$ cat src/rtl/prog_sequencer.sv
// Program sequencer: generates the instruction-fetch address with linear step, jump,
// conditional relative branch and call/return through an internal return-address stack.
module prog_sequencer #(
    parameter int unsigned       ADDR_W      = 16,
    parameter logic [ADDR_W-1:0] RESET_VEC   = '0,
    parameter int unsigned       STACK_DEPTH = 8,
    parameter int unsigned       STEP        = 1,
    localparam int unsigned      DEPTH_W     = $clog2(STACK_DEPTH + 1)
) (
    input  logic               sys_clk,
    input  logic               reset_raw,
    input  logic               enable,
    input  logic [2:0]         op,
    input  logic [ADDR_W-1:0]  target,
    input  logic [ADDR_W-1:0]  offset,
    input  logic               cond,
    input  logic               clear_err,
    output logic [ADDR_W-1:0]  pc_out,
    output logic [DEPTH_W-1:0] depth,
    output logic               overflow,
    output logic               underflow
);

    localparam int unsigned       IDX_W  = (STACK_DEPTH > 1) ? $clog2(STACK_DEPTH) : 1;
    localparam logic [ADDR_W-1:0] STEP_V = ADDR_W'(STEP);
    localparam logic [DEPTH_W-1:0] FULL  = DEPTH_W'(STACK_DEPTH);

    localparam logic [2:0] OpNext   = 3'd0;
    localparam logic [2:0] OpJump   = 3'd1;
    localparam logic [2:0] OpBranch = 3'd2;
    localparam logic [2:0] OpCall   = 3'd3;
    localparam logic [2:0] OpRet    = 3'd4;

    if (STACK_DEPTH < 1) begin : g_bad_depth
        $error("prog_sequencer: STACK_DEPTH must be at least 1");
    end
    if (ADDR_W < 32 && STEP >= (32'd1 << ADDR_W)) begin : g_bad_step
        $error("prog_sequencer: STEP must be below 2**ADDR_W");
    end

    logic [ADDR_W-1:0]  pc_q, pc_d;
    logic [DEPTH_W-1:0] depth_q, depth_d;
    logic               overflow_q, overflow_d;
    logic               underflow_q, underflow_d;
    logic               push;
    logic               ovf_set, unf_set;
    logic [ADDR_W-1:0]  pc_step;
    logic [DEPTH_W-1:0] depth_m1;
    logic [IDX_W-1:0]   push_idx, pop_idx;
    logic [ADDR_W-1:0]  stack_q [STACK_DEPTH];

    assign pc_step  = pc_q + STEP_V;
    assign depth_m1 = depth_q - DEPTH_W'(1);
    assign push_idx = depth_q[IDX_W-1:0];
    assign pop_idx  = depth_m1[IDX_W-1:0];

    always_comb begin
        pc_d    = pc_q;
        depth_d = depth_q;
        push    = 1'b0;
        ovf_set = 1'b0;
        unf_set = 1'b0;
        if (enable) begin
            case (op)
                OpNext:   pc_d = pc_step;
                OpJump:   pc_d = target;
                OpBranch: pc_d = cond ? (pc_q + offset) : pc_step;
                OpCall: begin
                    if (depth_q != FULL) begin
                        push    = 1'b1;
                        depth_d = depth_q + DEPTH_W'(1);
                        pc_d    = target;
                    end else begin
                        // Call suppressed on a full stack; fall through as NEXT.
                        ovf_set = 1'b1;
                        pc_d    = pc_step;
                    end
                end
                OpRet: begin
                    if (depth_q != '0) begin
                        depth_d = depth_m1;
                        pc_d    = stack_q[pop_idx];
                    end else begin
                        unf_set = 1'b1;
                        pc_d    = pc_step;
                    end
                end
                default: ;
            endcase
        end
        // A new error wins over a same-cycle clear.
        overflow_d  = (overflow_q & ~clear_err) | ovf_set;
        underflow_d = (underflow_q & ~clear_err) | unf_set;
    end

    always_ff @(posedge sys_clk or negedge reset_raw) begin
        if (!reset_raw) begin
            pc_q        <= RESET_VEC;
            depth_q     <= '0;
            overflow_q  <= 1'b0;
            underflow_q <= 1'b0;
        end else begin
            pc_q        <= pc_d;
            depth_q     <= depth_d;
            overflow_q  <= overflow_d;
            underflow_q <= underflow_d;
        end
    end

    // Stack storage needs no reset; only entries below depth are ever read.
    always_ff @(posedge sys_clk) begin
        if (push) begin
            stack_q[push_idx] <= pc_step;
        end
    end

    assign pc_out    = pc_q;
    assign depth     = depth_q;
    assign overflow  = overflow_q;
    assign underflow = underflow_q;

endmodule

$ cat config.mk
export PLATFORM = sky130hd
export DESIGN_NAME = prog_sequencer
export DESIGN_NICKNAME = d
export VERILOG_FILES = /design/src/rtl/prog_sequencer.sv
export SDC_FILE = /design/constraint.sdc
export NUM_CORES = 1
export LEC_CHECK = 0
export ABC_AREA = 1
export CORE_MARGIN = 4
export CORE_UTILIZATION = 59
export DETAILED_ROUTE_END_ITERATION = 10
export HOLD_SLACK_MARGIN = 0.08
export PLACE_DENSITY = 0.89
export SETUP_SLACK_MARGIN = 0.15
export SKIP_LAST_GASP = 1
export SLEW_MARGIN = 5
export SYNTH_ARGS = -nofsm -noshare
export SYNTH_HDL_FRONTEND = slang
export SYNTH_SLANG_ARGS = --single-unit
$ cat constraint.sdc
create_clock -name sys_clk -period 4.4 [get_ports sys_clk]
set_input_delay 0.66 -clock sys_clk [delete_from_list [all_inputs] [get_ports sys_clk]]
set_output_delay 0.66 -clock sys_clk [all_outputs]
set_load 0.05 [all_outputs]
Word level (Yosys, flattened, before mapping)
Memories as Yosys holds them, arrays and structs flattened.
Cells that the tools add are included.
- memories: 1
- input port bits: 40
- output and inout port bits: 22
- bits in writable memories: 128
- latch bits: 0
- ROM bits: 0
- bits in registers: 22
- word-level logic and storage cells: 45
- equality and inequality tests: 7
- bitwise logic cells: 5
- $mul: 0
- multiplexer cells: 18
- $add $sub $neg: 4
- magnitude comparators: 0
- reduce and logical (&&, ||, !) cells: 6
- shift-type cells: 0
- div/mod/pow operators: 0
- memory list (memory ; depth ; width ; rd ports ; clocked after memory_dff ; wr ports ; line ; text):
    stack_q ; 8 ; 16 ; 1 ; 0 ; 1 ; 50 ; logic [ADDR_W-1:0] stack_q [STACK_DEPTH];
- operators with widths (cell ; count):
    16-bit case mux with 5 select lines ; 1
    16-bit two-way mux ; 3
    16-bit by 1-bit adder with 16-bit output, second input constant ; 1
    16-bit adder ; 1
    1-bit two-way mux ; 11
    4-bit two-way mux ; 2
    4-bit case mux with 2 select lines ; 1
    3-bit by 2-bit equality test with 1-bit output, second input constant ; 2
    5-bit nonzero test ; 1
    4-bit by 1-bit adder with 4-bit output, second input constant ; 1
    2-bit inequality test, second input constant ; 2
    4-bit inequality test, second input constant ; 1
    4-bit AND reduction ; 1
    4-bit nonzero test ; 1
    4-bit by 1-bit subtractor with 4-bit output, second input constant ; 1
    3-bit by 1-bit equality test with 1-bit output, second input constant ; 1
    3-bit equality test, second input constant ; 1
    3-bit zero test ; 1
    1-bit bitwise AND ; 2
    1-bit bitwise OR ; 2
    2-bit AND reduction ; 1
    2-bit nonzero test ; 1
    1-bit inverter ; 1

Logic depth before layout (Yosys ltp)
- word-level depth: 6
- depth in mapped cells: 18
- gate-level depth less buffers: 13

Worst setup path after synthesis
No wires, ideal clock.
- path type: reg2reg
- start: register depth_q[0], in the netlist depth[0]
- end: memory stack_q[5][0] (enable)
- data arrival time: 3.522 ns
- library setup time: 0.430 ns
- stages on the path, launching flop included: 12
- setup slack: 0.448 ns
- clock period less this slack: 3.952 ns
- data required time: 3.970 ns
- buffers on the path: 4
- cell sequence: dfrtp_1 > buf_2 > inv_2 > buf_6 > buf_6 > buf_6 > ha_1 > nand3_2 > inv_2 > nor3_1 > inv_1 > nor4_1
- word-level cells in the longest chain between the ends: 6
- ends and longest elaborated chain (item ; line ; text):
    start, declared ; 42 ; logic [DEPTH_W-1:0] depth_q, depth_d;
    start signal, assigned ; 104 ; depth_q <= depth_d;
    4-bit inequality test ; 69 ; if (depth_q != FULL) begin
    1-bit two-way mux ; 69 ;
    1-bit two-way mux ; 64 ; case (op)
    1-bit two-way mux ; 63 ; if (enable) begin
    1-bit two-way mux ; 112 ; if (push) begin
    1-bit two-way mux (implied by the code) ; 113 ; stack_q[push_idx] <= pc_step;
    end, declared ; 50 ;
Parallel ways exist; a longest one is shown, timed or not.

Worst setup path in the final report
- start: register depth_q[0], in the netlist depth[0]
- end: output port depth[0]
- RTL lines (item ; line ; text):
    end, declared ; 19 ; output logic [DEPTH_W-1:0] depth,
No word-level cell between the ends.

==> impl_results.md <==
* Min Tclk post-route at 3.014 ns
* Xor/xnor cell area share of the yosys netlist at 1.840%
* CTS Hold Bufs at 0
* Worst Hold End: overflow$_DFF_PN0_
* Sw Pwr at 2780 µW
* Synth Area in Compound Gates at 6.818%
* Leak at approximately 0.0039 µW
* 1st-pass router iterations at 7
* FF-to-FF End: pc_out[11]$_DFFE_PN0P_
* Pin count of the biggest net entering global routing at 70
* Maximum vdd drop at roughly 0.51 mV
* Layout cell share with drive strength beyond 1 at 10.00%
* Gp weighted congestion at 0.9773
* Switch share at a little over two fifths
* Flops & latches, synth at 150
* Yosys warns at 0
* RSZ-0062 raised after global routing: no
* Least-Margin Pin Slew at 1.145 ns
* Die area at 15650 µm²
* DP Area at 8830 µm²
* Clk slew on worst S/H paths at 0.06 ns
* Worst reg2reg startpoint: depth[1]$_DFFE_PN0P_
* Critical Path AT at 2.35 ns
* Area Growth Syn to Fin at 16.64%
* Hold Path Depth at 2
* Most common cell in the netlist: nand2_1
* CTS resizes at 0
* Crit-path max FO at 69
* Initial Util at approximately 60%
* GR Util All Layers at 27.88%
* R2R setup slack at 1.42 ns
* Crit. End Element: output port
* Max-slew violations at 0
* N_diodes at 0
* CTS Buffer Depth at 2
* Clk sink count at 150
* Main combinational cell family by area after synthesis: simple AND/OR/NAND/NOR gates
* Min-delay src: overflow$_DFF_PN0_
* Post-DRT Antenna Nets at 0
* Setup Buffers After CTS at 0
* Top post-synthesis cells by area: edfxtp_1 47%, nand2_1 12%, dfrtp_1 6.8%
* I/O Buffers at 61
* Clock network power share at 23.8%
* Initial antenna violation count at 0
* Most frequent cells after synthesis: 256 x nand2_1, 128 x edfxtp_1, 94 x nor2_1
* Via/cell ratio at 5.982
* Post-Synth Simple-Gate Area at 27.15%
* Mean Syn Cell Area at 9.032 µm²
* Yosys top cell area share at 47.50%
* Final setup fails at 0
* Max Clock Skew at 0.01269 ns
* Min Hold Slack at ~0.57 ns
* Comb power frac at 45.4%
* Number of synthesized flops with an enable pin at 128
* Outcome: finished, final reports clean
* Req. time, crit path at 3.74 ns
* Vias at 6855
* Worst-case reg-to-reg path depth at 13
* Mux cell area share after synthesis at less than 1%
* Critical path class: register to output port
* Ys async rst share at 14.67%
* Fin area at ~9400 µm²
* Fin crit share at 68.49%
* CTS tree: done
* CTS H-tree lvls at 4
* Drc violations at 0
* Int Power at 3577 µW
* Wirelength, routed at 21960 µm
* Fin Setup TNS at 0 ns
* Die Ht at roughly 130 µm
* Total of max-cap violations at 0
* Yosys cell types at 44
* Root buffer cell: clkbuf_16
* Clock insertion delay at the later pin of the skew report at approximately 0.42 ns
* Power Dens Cells at 673.4 nW/µm²
* Gr ovfl total at 0
* Number of global-route vias before repair at roughly 6400
* First-pass GRT wire length at 34400 µm
* Flop pwr share at 30.8%
* Synthesized Nets at roughly 960
* Final Hold Violating Endpoints at 0
* Max Fclk at 331.8 MHz
* Synth Flop Type: edfxtp_1
* # fillers at 972
* Final layout net count at 1017
* CP startpoint kind: register
* I/O pin count at 62
* Synthesized area at slightly above 8000 µm²
* Synthesized instance count at 896
* Worst rel slew slack at 23.42%
* DRT iter0 DRCs at 834
* Num rows at 42
* Core Footprint at roughly 13000 µm²
* Tightest Hold Check Type: register to register
* Post-Synth Adder-Cell Area at 3.030%
* Seq/Total Area, Yosys at 54.30%
* Yosys top cell by area: edfxtp_1
* WL/cell at 19.16 µm
* DPL Wire Length at 14670 µm
* CTS Buf Count at 17
* Die W at 125.1 µm
==> metal layers <==
metal | GRT usage [%] | up-vias | routed length [µm]
met3 | 6.994 | 72 | 2379
li1 | - | 3116 | -
met4 | 9.630 | 0 | 765
met5 | 0 | - | 0
met1 | 37.43 | 3200 | 8377
met2 | 44.67 | 467 | 10440
==> cells in the final DEF (no fill, tap or decap), drive strengths merged <==
master,n
nand2,266
edfxtp,128
nor2,107
nand3,93
inv,89
clkdlybuf4s50,61
o21ai,41
a21oi,34
dfrtp,22
ha,18
clkbuf,18
xor2,14
buf,11
or2,9
nor3,8
nand3b,7
o211ai,7
clkinv,6
nand4,5
o22ai,4
bufinv,4
xnor2,3
a31oi,3
and2,2
mux2i,2
a21boi,2
nor4,1
o31ai,1
a22oi,1
a211oi,1
fa,1
clkinvlp,1
==> kinds of logic after synthesis <==
group | count (synthesis)
muxes | 2
buffers and inverters | 116
and+or+nand+nor | 498
adders and majority gates | 19
AOI/OAI and AO/OA | 94
DFF | 150
xor gates and xnor gates | 17
==> power groups by stage <==
stage	clock network (µW)	registers [µW]	logic (µW)
after floorplan	0	2170	1810
after global placement	0	1970	2690
after detailed placement	0	1980	2770
after CTS	1500	1950	2840
after global routing	1580	1970	3150
final	1510	1960	2890
==> cell type report <==
cell class	count	area [µm²]	share of cell area, %
clock buffer	18	429.2	4.547
clock inverter	13	180.2	1.909
inverter	87	331.6	3.513
multi-input combinational	630	3189	33.79
sequential	150	4395	46.57
tap	176	220.2	2.333
timing repair buffer	72	693.2	7.344
==> state kept, by name, indices dropped and copies added, names as in the netlist <==
name,flops
underflow,1
stack_q,128
depth,4
overflow,1
pc_out,16
==> worst max-delay path by stage <==
stage | start | end | slack [ns]
finish | depth[0]$_DFFE_PN0P_ | depth[0] | 1.39
CTS | depth[0]$_DFFE_PN0P_ | depth[0] | 1.43
detailed placement | op[2] | stack_q[5][9]$_DFFE_PP_ | 1.21
global route | depth[1]$_DFFE_PN0P_ | pc_out[8]$_DFFE_PN0P_ | 1.28
floorplan | depth[0]$_DFFE_PN0P_ | stack_q[5][0]$_DFFE_PP_ | 0.45
global placement | op[2] | stack_q[5][9]$_DFFE_PP_ | 1.32
==> critical path: stages (launching register included) <==
cell	delay [ns]
dfrtp_2	0.39
buf_4	0.60
clkdlybuf4s50_1	0.93
==> metrics by stage <==
step                setup WS, ns  util (%)  total power [µW]  instances
floorplan                 0.4477         -              3989        896
global placement           1.320     66.15              4667       1115
detailed placement         1.215     66.15              4751       1115
CTS                        1.425     70.72              6289       1146
global route               1.284     70.72              6694       1146
finish                     1.386     70.72              6356       1146
(Power assumes the default switching activity.)
